## config.mk

```make
export PLATFORM = sky130hd
export DESIGN_NAME = alm_mac_acc
export DESIGN_NICKNAME = d
export VERILOG_FILES = /design/src/rtl/alm_mac_acc.sv
export SDC_FILE = /design/constraint.sdc
export NUM_CORES = 1
export LEC_CHECK = 0
export CORE_MARGIN = 2
export CORE_UTILIZATION = 25
export CTS_BUF_LIST = sky130_fd_sc_hd__clkbuf_4 sky130_fd_sc_hd__clkbuf_8
export DETAILED_ROUTE_END_ITERATION = 12
export GPL_TIMING_DRIVEN = 0
export PLACE_DENSITY_LB_ADDON = 0.1
export SLEW_MARGIN = 10
export SYNTH_ARGS = -nofsm -noshare
export SYNTH_HDL_FRONTEND = slang
export SYNTH_SLANG_ARGS = --single-unit
export TNS_END_PERCENT = 20
```

## constraint.sdc

```tcl
create_clock -name clk_i -period 4 [get_ports clk_i]
set_clock_uncertainty 0.05 [all_clocks]
set_input_delay 0.8 -clock clk_i [delete_from_list [all_inputs] [get_ports clk_i]]
set_output_delay 0.8 -clock clk_i [all_outputs]
set_load 0.05 [all_outputs]
```

## src/rtl/alm_mac_acc.sv

```systemverilog
// Saturating signed accumulator for the approximate log multiplier's ones'-complement
// products; emits one registered packet sum per p_last_i on a valid/ready port.
module alm_mac_acc #(
    parameter int ACC_W = 40,
    parameter int CNT_W = 16
) (
    input  logic             clk_i,
    input  logic             rst_ni,
    input  logic [31:0]      p_i,
    input  logic             p_sign_i,
    input  logic             p_valid_i,
    input  logic             p_last_i,
    output logic             p_ready_o,
    input  logic             clr_i,
    output logic [ACC_W-1:0] sum_o,
    output logic [CNT_W-1:0] count_o,
    output logic             sat_o,
    output logic             sum_valid_o,
    input  logic             sum_ready_i
);

    localparam logic [ACC_W-1:0] ACC_MAX = {1'b0, {(ACC_W-1){1'b1}}};
    localparam logic [ACC_W-1:0] ACC_MIN = {1'b1, {(ACC_W-1){1'b0}}};

    typedef enum logic {EMPTY, FULL} state_t;

    state_t           state;
    logic [ACC_W-1:0] acc;
    logic [CNT_W-1:0] cnt;
    logic             sat;

    logic [ACC_W-1:0] q;
    logic [ACC_W:0]   sum_wide;
    logic             ovf;
    logic [ACC_W-1:0] acc_next;
    logic [CNT_W-1:0] cnt_next;
    logic             take;
    logic             close;

    assign p_ready_o = ~sum_valid_o | sum_ready_i;
    assign take      = p_valid_i & p_ready_o;
    assign close     = take & p_last_i & ~clr_i;

    // Ones' complement negative -> two's complement; a zero product stays zero.
    assign q = {{(ACC_W-32){p_i[31]}}, p_i} + ACC_W'(p_sign_i & (|p_i));

    assign sum_wide = {acc[ACC_W-1], acc} + {q[ACC_W-1], q};
    assign ovf      = sum_wide[ACC_W] ^ sum_wide[ACC_W-1];

    always_comb begin
        acc_next = sum_wide[ACC_W-1:0];
        if (ovf)
            acc_next = sum_wide[ACC_W] ? ACC_MIN : ACC_MAX;
    end

    assign cnt_next = (&cnt) ? cnt : cnt + CNT_W'(1);

    always_ff @(posedge clk_i or negedge rst_ni) begin
        if (!rst_ni) begin
            state       <= EMPTY;
            sum_valid_o <= 1'b0;
            sum_o       <= '0;
            count_o     <= '0;
            sat_o       <= 1'b0;
            acc         <= '0;
            cnt         <= '0;
            sat         <= 1'b0;
        end else begin
            if (clr_i || close) begin
                acc <= '0;
                cnt <= '0;
                sat <= 1'b0;
            end else if (take) begin
                acc <= acc_next;
                cnt <= cnt_next;
                sat <= sat | ovf;
            end

            if (close) begin
                sum_o   <= acc_next;
                count_o <= cnt_next;
                sat_o   <= sat | ovf;
            end

            // Drain and reload on the same edge keeps the result slot FULL.
            case (state)
                EMPTY: if (close) begin
                    state       <= FULL;
                    sum_valid_o <= 1'b1;
                end
                FULL: if (sum_ready_i && !close) begin
                    state       <= EMPTY;
                    sum_valid_o <= 1'b0;
                end
                default: begin
                    state       <= EMPTY;
                    sum_valid_o <= 1'b0;
                end
            endcase
        end
    end

endmodule
```

# Word level (Yosys, flattened, before mapping)
# Cells that the tools add are included.
[op_classes]
add_sub_neg = 3
n_mul = 0
div = 0
order_cmp = 0
eq_ne = 2
n_shift = 0
mux = 15
n_bitwise = 10
reduce_logical = 7
[op_table]
columns = ["op", "count"]
rows = [
  ["$mux W40", 4],
  ["$mux W16", 3],
  ["$add A40 B33 Y41", 1],
  ["$add A32 B2 Y33", 1],
  ["$reduce_or A32 Y1", 1],
  ["$add A16 B1 Y16 const B", 1],
  ["$reduce_and A16 Y1", 1],
  ["$mux W1", 6],
  ["$and A1 B1 Y1", 4],
  ["$pmux W1 S2", 2],
  ["$not A1 Y1", 3],
  ["$ne A2 B1 Y1 const B", 1],
  ["$ne A2 B2 Y1 const B", 1],
  ["$or A1 B1 Y1", 2],
  ["$reduce_and A2 Y1", 1],
  ["$reduce_bool A2 Y1", 1],
  ["$logic_and A1 B1 Y1", 1],
  ["$logic_not A1 Y1", 1],
  ["$logic_or A1 B1 Y1", 1],
  ["$xor A1 B1 Y1", 1],
]
[word_totals]
register_bits = 116
latch_bits = 0
mem_bits_rw = 0
mem_bits_ro = 0
input_bits = 39
output_inout_bits = 59
wordCells = 45
mem_count = 0

# Longest topological paths before layout
[logic_depth]
word_depth = 9
depth_mapped = 17
ltp_nobuf = 15

# Least setup slack after synthesis
# No wires, ideal clock.
[synth_path]
kind = "input-to-reg"
start = "input p_i[25]"
end = "register sum_o[28]"
setup_time_ns = 0.125
t_arrival_ns = 3.720
required_time_ns = 3.825
setup_slack_ns = 0.105
path_stages = 14
path_buffers = 1
path_cell_list = "nor4_1 > nand4_1 > o21a_1 > fa_1 > a211oi_1 > o211ai_2 > a31oi_1 > o21ai_1 > nand3_1 > a21oi_2 > nor3_1 > buf_2 > o32ai_1 > mux2_2"
[synth_between]
elab_chain_cells = 6
elab_cells_between_ends = 7
classes_between = "2 x add/sub; 2 x mux; 2 x bitwise; 1 x reduce/logical"
[synth_lines]
columns = ["element", "line", "source"]
rows = [
  ["from (decl)", "9", "input logic [31:0] p_i,"],
  ["$reduce_or A32 Y1", "45", "assign q = {{(ACC_W-32){p_i[31]}}, p_i} + ACC_W'(p_sign_i & (|p_i));"],
  ["$and A1 B1 Y1", "45", ""],
  ["$add A32 B2 Y33 (*)", "45", ""],
  ["$add A40 B33 Y41 (*)", "47", "assign sum_wide = {acc[ACC_W-1], acc} + {q[ACC_W-1], q};"],
  ["$mux W40 / $xor A1 B1 Y1 (equally long branches)", "53, 48", ""],
  ["$mux W40 (*)", "52", "if (ovf)"],
  ["to (signal assigned)", "80", "sum_o <= acc_next;"],
  ["to (decl)", "15", "output logic [ACC_W-1:0] sum_o,"],
]
# Every way passes the cells marked *; elsewhere a longest branch is shown, timed or not.
# A chain may end at the register's enable or synchronous reset.

# Final worst setup path
[layout_path]
start = "input p_i[29]"
end = "register acc[22]"
[layout_between]
elab_chain_cells = 8
elab_cells_between_ends = 9
classes_between = "2 x add/sub; 4 x mux; 2 x bitwise; 1 x reduce/logical"
[layout_lines]
columns = ["element", "line", "source"]
rows = [
  ["$reduce_or A32 Y1", "45", ""],
  ["$and A1 B1 Y1", "45", ""],
  ["$add A32 B2 Y33 (*)", "45", ""],
  ["$add A40 B33 Y41 (*)", "47", ""],
  ["$mux W40 / $xor A1 B1 Y1 (equally long branches)", "53, 48", ""],
  ["$mux W40 (*)", "52", ""],
  ["$mux W40 (*)", "73", "end else if (take) begin"],
  ["$mux W40 (*)", "69", "if (clr_i || close) begin"],
  ["to (signal assigned)", "74", "acc <= acc_next;"],
  ["to (decl)", "28", "logic [ACC_W-1:0] acc;"],
]
# Every way passes the cells marked *; elsewhere a longest branch is shown, timed or not. The select of a mux whose other input is x is not followed.

==> results.md <==
* Clock Sinks at 116
* Largest net degree at the start of global routing at 70
* Max IR drop VDD at 0.000264 V
* Syn avg cell area at 8.97 um2
* #FFs+latches synth at 116
* # diodes at 0
* Critical path origin: p_i[29]
* P per Cell Area at 480 nW/um2
* Die width at 174 um
* Worst hold path class: input port to async pin
* Share of cells above drive strength 1 at 0.160
* WP data arrival at between 4 and 5 ns
* R2R setup slack at around 0.56 ns
* Worst setup endpoint: acc[22]
* RSZ-0062 raised after global routing: yes
* Failing checks: setup timing
* Final period util at 1.02
* Leakage at 4.16 nW
* MaxCap Viol Count at 0
* GRT Resource Usage Total at 0.177
* WL final at about 26 mm
* Sw Pwr at 0.00205 W
* Max Clock Freq at 0.244 GHz
* FFs w/ async S/R, synth at 1.00
* Vias per inst at ~5
* Startpoint type of the worst setup path: input port
* Die area at between 30,000 and 40,000 um2
* Iter 0 DRT Violations at 435
* Clk_lat worst skew at 0.47 ns
* Synth cell types at 65
* NumNets Final at 1,031
* Pre-CTS setup slack at -2.11 ns
* Wire length per cell at 19.5 um
* Final worst slack at -0.0944 ns
* # IOs at 98
* Mapped Cells at 809
* Initial antenna violation count at 0
* Rows at 62
* Vias in the first global route at 6,999
* Post-synth EDFFs at 0
* 1st-pass router iterations at 5
* PortBufs at 97
* Least-Margin Pin Slew at 0.804 ns
* Sequential share of the synthesized area at 0.400
* Setup CP Type: input port to flip-flop
* Vias at 6,809
* Cell area after synthesis at around 7300 um2
* Hpwl dp at approximately 19 mm
* CTS tree: built
* CTS Buf Count at 17
* Final setup viols at 2
* Pint at 0.00263 W
* CP Capture Type: flip-flop
* Layout area overhead at 34.4%
* Reg2reg path depth at 12
* Fin crit period at between 4 and 5 ns
* Hold Vio Cnt, Final at 0
* Gpl congestion at 0.828
* CTS clock-pin slew for the worst setup and hold paths at 0.08 ns
* Reg2reg start: acc[6]
* CP Max Fanout at 4
* Clock power frac at 0.233
* Final core utilization at 0.341
* Clk buf depth at 2
* Max-Slew Margin vs Limit at 0.464
* Starting Density at 0.254
* Total grt overflow at 0
* Syn_nets at 890
* DRC violations left at 0
* Flop pwr share at 0.324
* Yosys Warn Count at 0
* Die H at roughly 170 um
* Gate power share at 0.443
* Run status: finished with violations
* Top FF cell, synth: dfrtp_1
* Final Slew Violations at 0
* Final cell area excluding filler cells at 9750 um2
* Worst R2R End: acc[17]
* Core Footprint at between 20,000 and 30,000 um2
* Root Buffer: clkbuf_8
* Dpl cell area at 8740 um2
* First-pass GRT wire length at 41.3 mm
* Hold WS at 0.238 ns
* H-Tree Depth at 4
* Switching share of total power at 0.437
* CP Data Required Time at 4.30 ns
* Antenna viol nets, final at 0
[worst max-delay path, cell delays in order]
cell,delay [ns]
buf_8,0.10
nor4_4,0.31
nand4_1,0.32
o21a_1,0.31
fa_2,0.39
inv_2,0.07
fa_2,0.20
nand2b_4,0.14
a21oi_4,0.08
o21a_1,0.22
o211ai_1,0.30
a211oi_2,0.14
o41a_1,0.44
nor3_2,0.20
nor4b_4,0.08
a221o_1,0.29
[cell families (layout without fill, tap and decap cells)]
kind of cell    count (synthesis)  count (layout)  synth area share
compound gates                295             295             0.267
fa+ha+maj                      42              42            0.0745
buf+inv                        59             213            0.0362
simple gates                  252             252             0.167
mux                             5               5           0.00724
flops                         116             116             0.400
xor+xnor                       40              40            0.0483
[power by group through the flow]
stage          sequential (W)  combinational, W  clock (W)
3_5_place_dp          0.00154           0.00196          0
3_3_place_gp          0.00155           0.00196          0
4_1_cts               0.00152           0.00206    0.00113
6_report              0.00152           0.00207    0.00109
5_1_grt               0.00154           0.00222    0.00117
2_1_floorplan         0.00208          0.000726          0
[final cells by class]
class,instances,area [um2]
buffer,42,279
clock buffer,18,248
clock inverter,14,129
fill,2990,18900
inverter,17,63.8
multi-input combinational,634,4460
sequential,116,2900
tap,384,480
timing repair buffer,122,1190
[stage by stage]
step / TNS (ns) / total power (W) / instances
CTS: -0.0214 / 0.00471 / 1344
global route: -0.226 / 0.00494 / 1347
floorplan: 0 / 0.00281 / 809
finish: -0.0971 / 0.00468 / 1347
detailed placement: -144.76 / 0.00350 / 1291
global placement: -509.39 / 0.00351 / 1290
[registers in the layout, indices dropped and copies added (netlist names)]
register	cells
cnt	16
acc	40
count_o	16
state	1
sum_o	40
sat	1
sum_valid_o	1
sat_o	1
[layout by cell type, fill, tap and decap left out, types with 21 or more instances in the layout]
master and n:
nand2_1 98, buf_4 21, ha_1 40, xnor2_1 23
clkdlybuf4s50_1 64, a21oi_1 60, clkbuf_1 25, dfrtp_1 116
nor2_1 45, o21ai_0 87
[per-layer routing]
| layer | global-route usage | vias up | part of all wire |
|---|---|---|---|
| li1 | - | 3281 | - |
| met3 | 0.0306 | 20 | 0.029 |
| met4 | 0.0459 | 0 | 0.013 |
| met5 | 0 | - | 0 |
| met2 | 0.273 | 116 | 0.45 |
| met1 | 0.254 | 3392 | 0.50 |
[what timing repair did]
action | in CTS | in global routing
gates cloned | 2 | 0
hold buffers | 0 | 0
gates resized for setup | 161 | 32
setup endpoints to repair | 82 | 75
buffers inserted | 19 | 3
pin swaps | 39 | 21
[synth_stat cells, types with 3 or more instances]
master    count  area [um2]
nor3_2        3        30.0
mux2i_1       3        30.0
ha_1         40         500
nor3_1       29         145
xor2_1       17         149
a21o_1       19         143
o21a_1        6        45.0
o22ai_1       5        31.3
and2_1        4        25.0
inv_1        16        60.1
a31oi_1       8        50.1
and4_1        3        26.3
o31ai_1       7        52.6
a221o_1      19         190
a211oi_1      3        22.5
nand2b_1      9        56.3
buf_2         6        30.0
a211o_1       3        26.3
o21bai_1      5        37.5
o211a_1       3        30.0
a22o_1        9        78.8
dfrtp_1     116        2900
o21ai_0      89         445
nor2_1       45         169
nand3_1      20         100
nor4_1       10        62.6
buf_4         3        22.5
clkbuf_1     28         105
o21ai_1       7        35.0
nand4_1       8        50.1
buf_6         3        33.8
nor2b_1       4        25.0
nand2_1      99         372
and3_1        9        56.3
o22a_1       19         166
o211ai_1      8        60.1
a21oi_1      66         330
xnor2_1      23         201
[worst min path at each step]
stage / start / endpoint / slack, ns / depth (start not counted)
floorplan: state / sum_valid_o / 0.39 / 1
global placement: state / sum_valid_o / 0.39 / 1
detailed placement: state / sum_valid_o / 0.41 / 1
CTS: rst_ni / sum_o[25] / 0.25 / 1
global route: rst_ni / sum_o[24] / 0.26 / 1
finish: rst_ni / sum_o[24] / 0.24 / 1
Power figures use the tool's default switching activity.
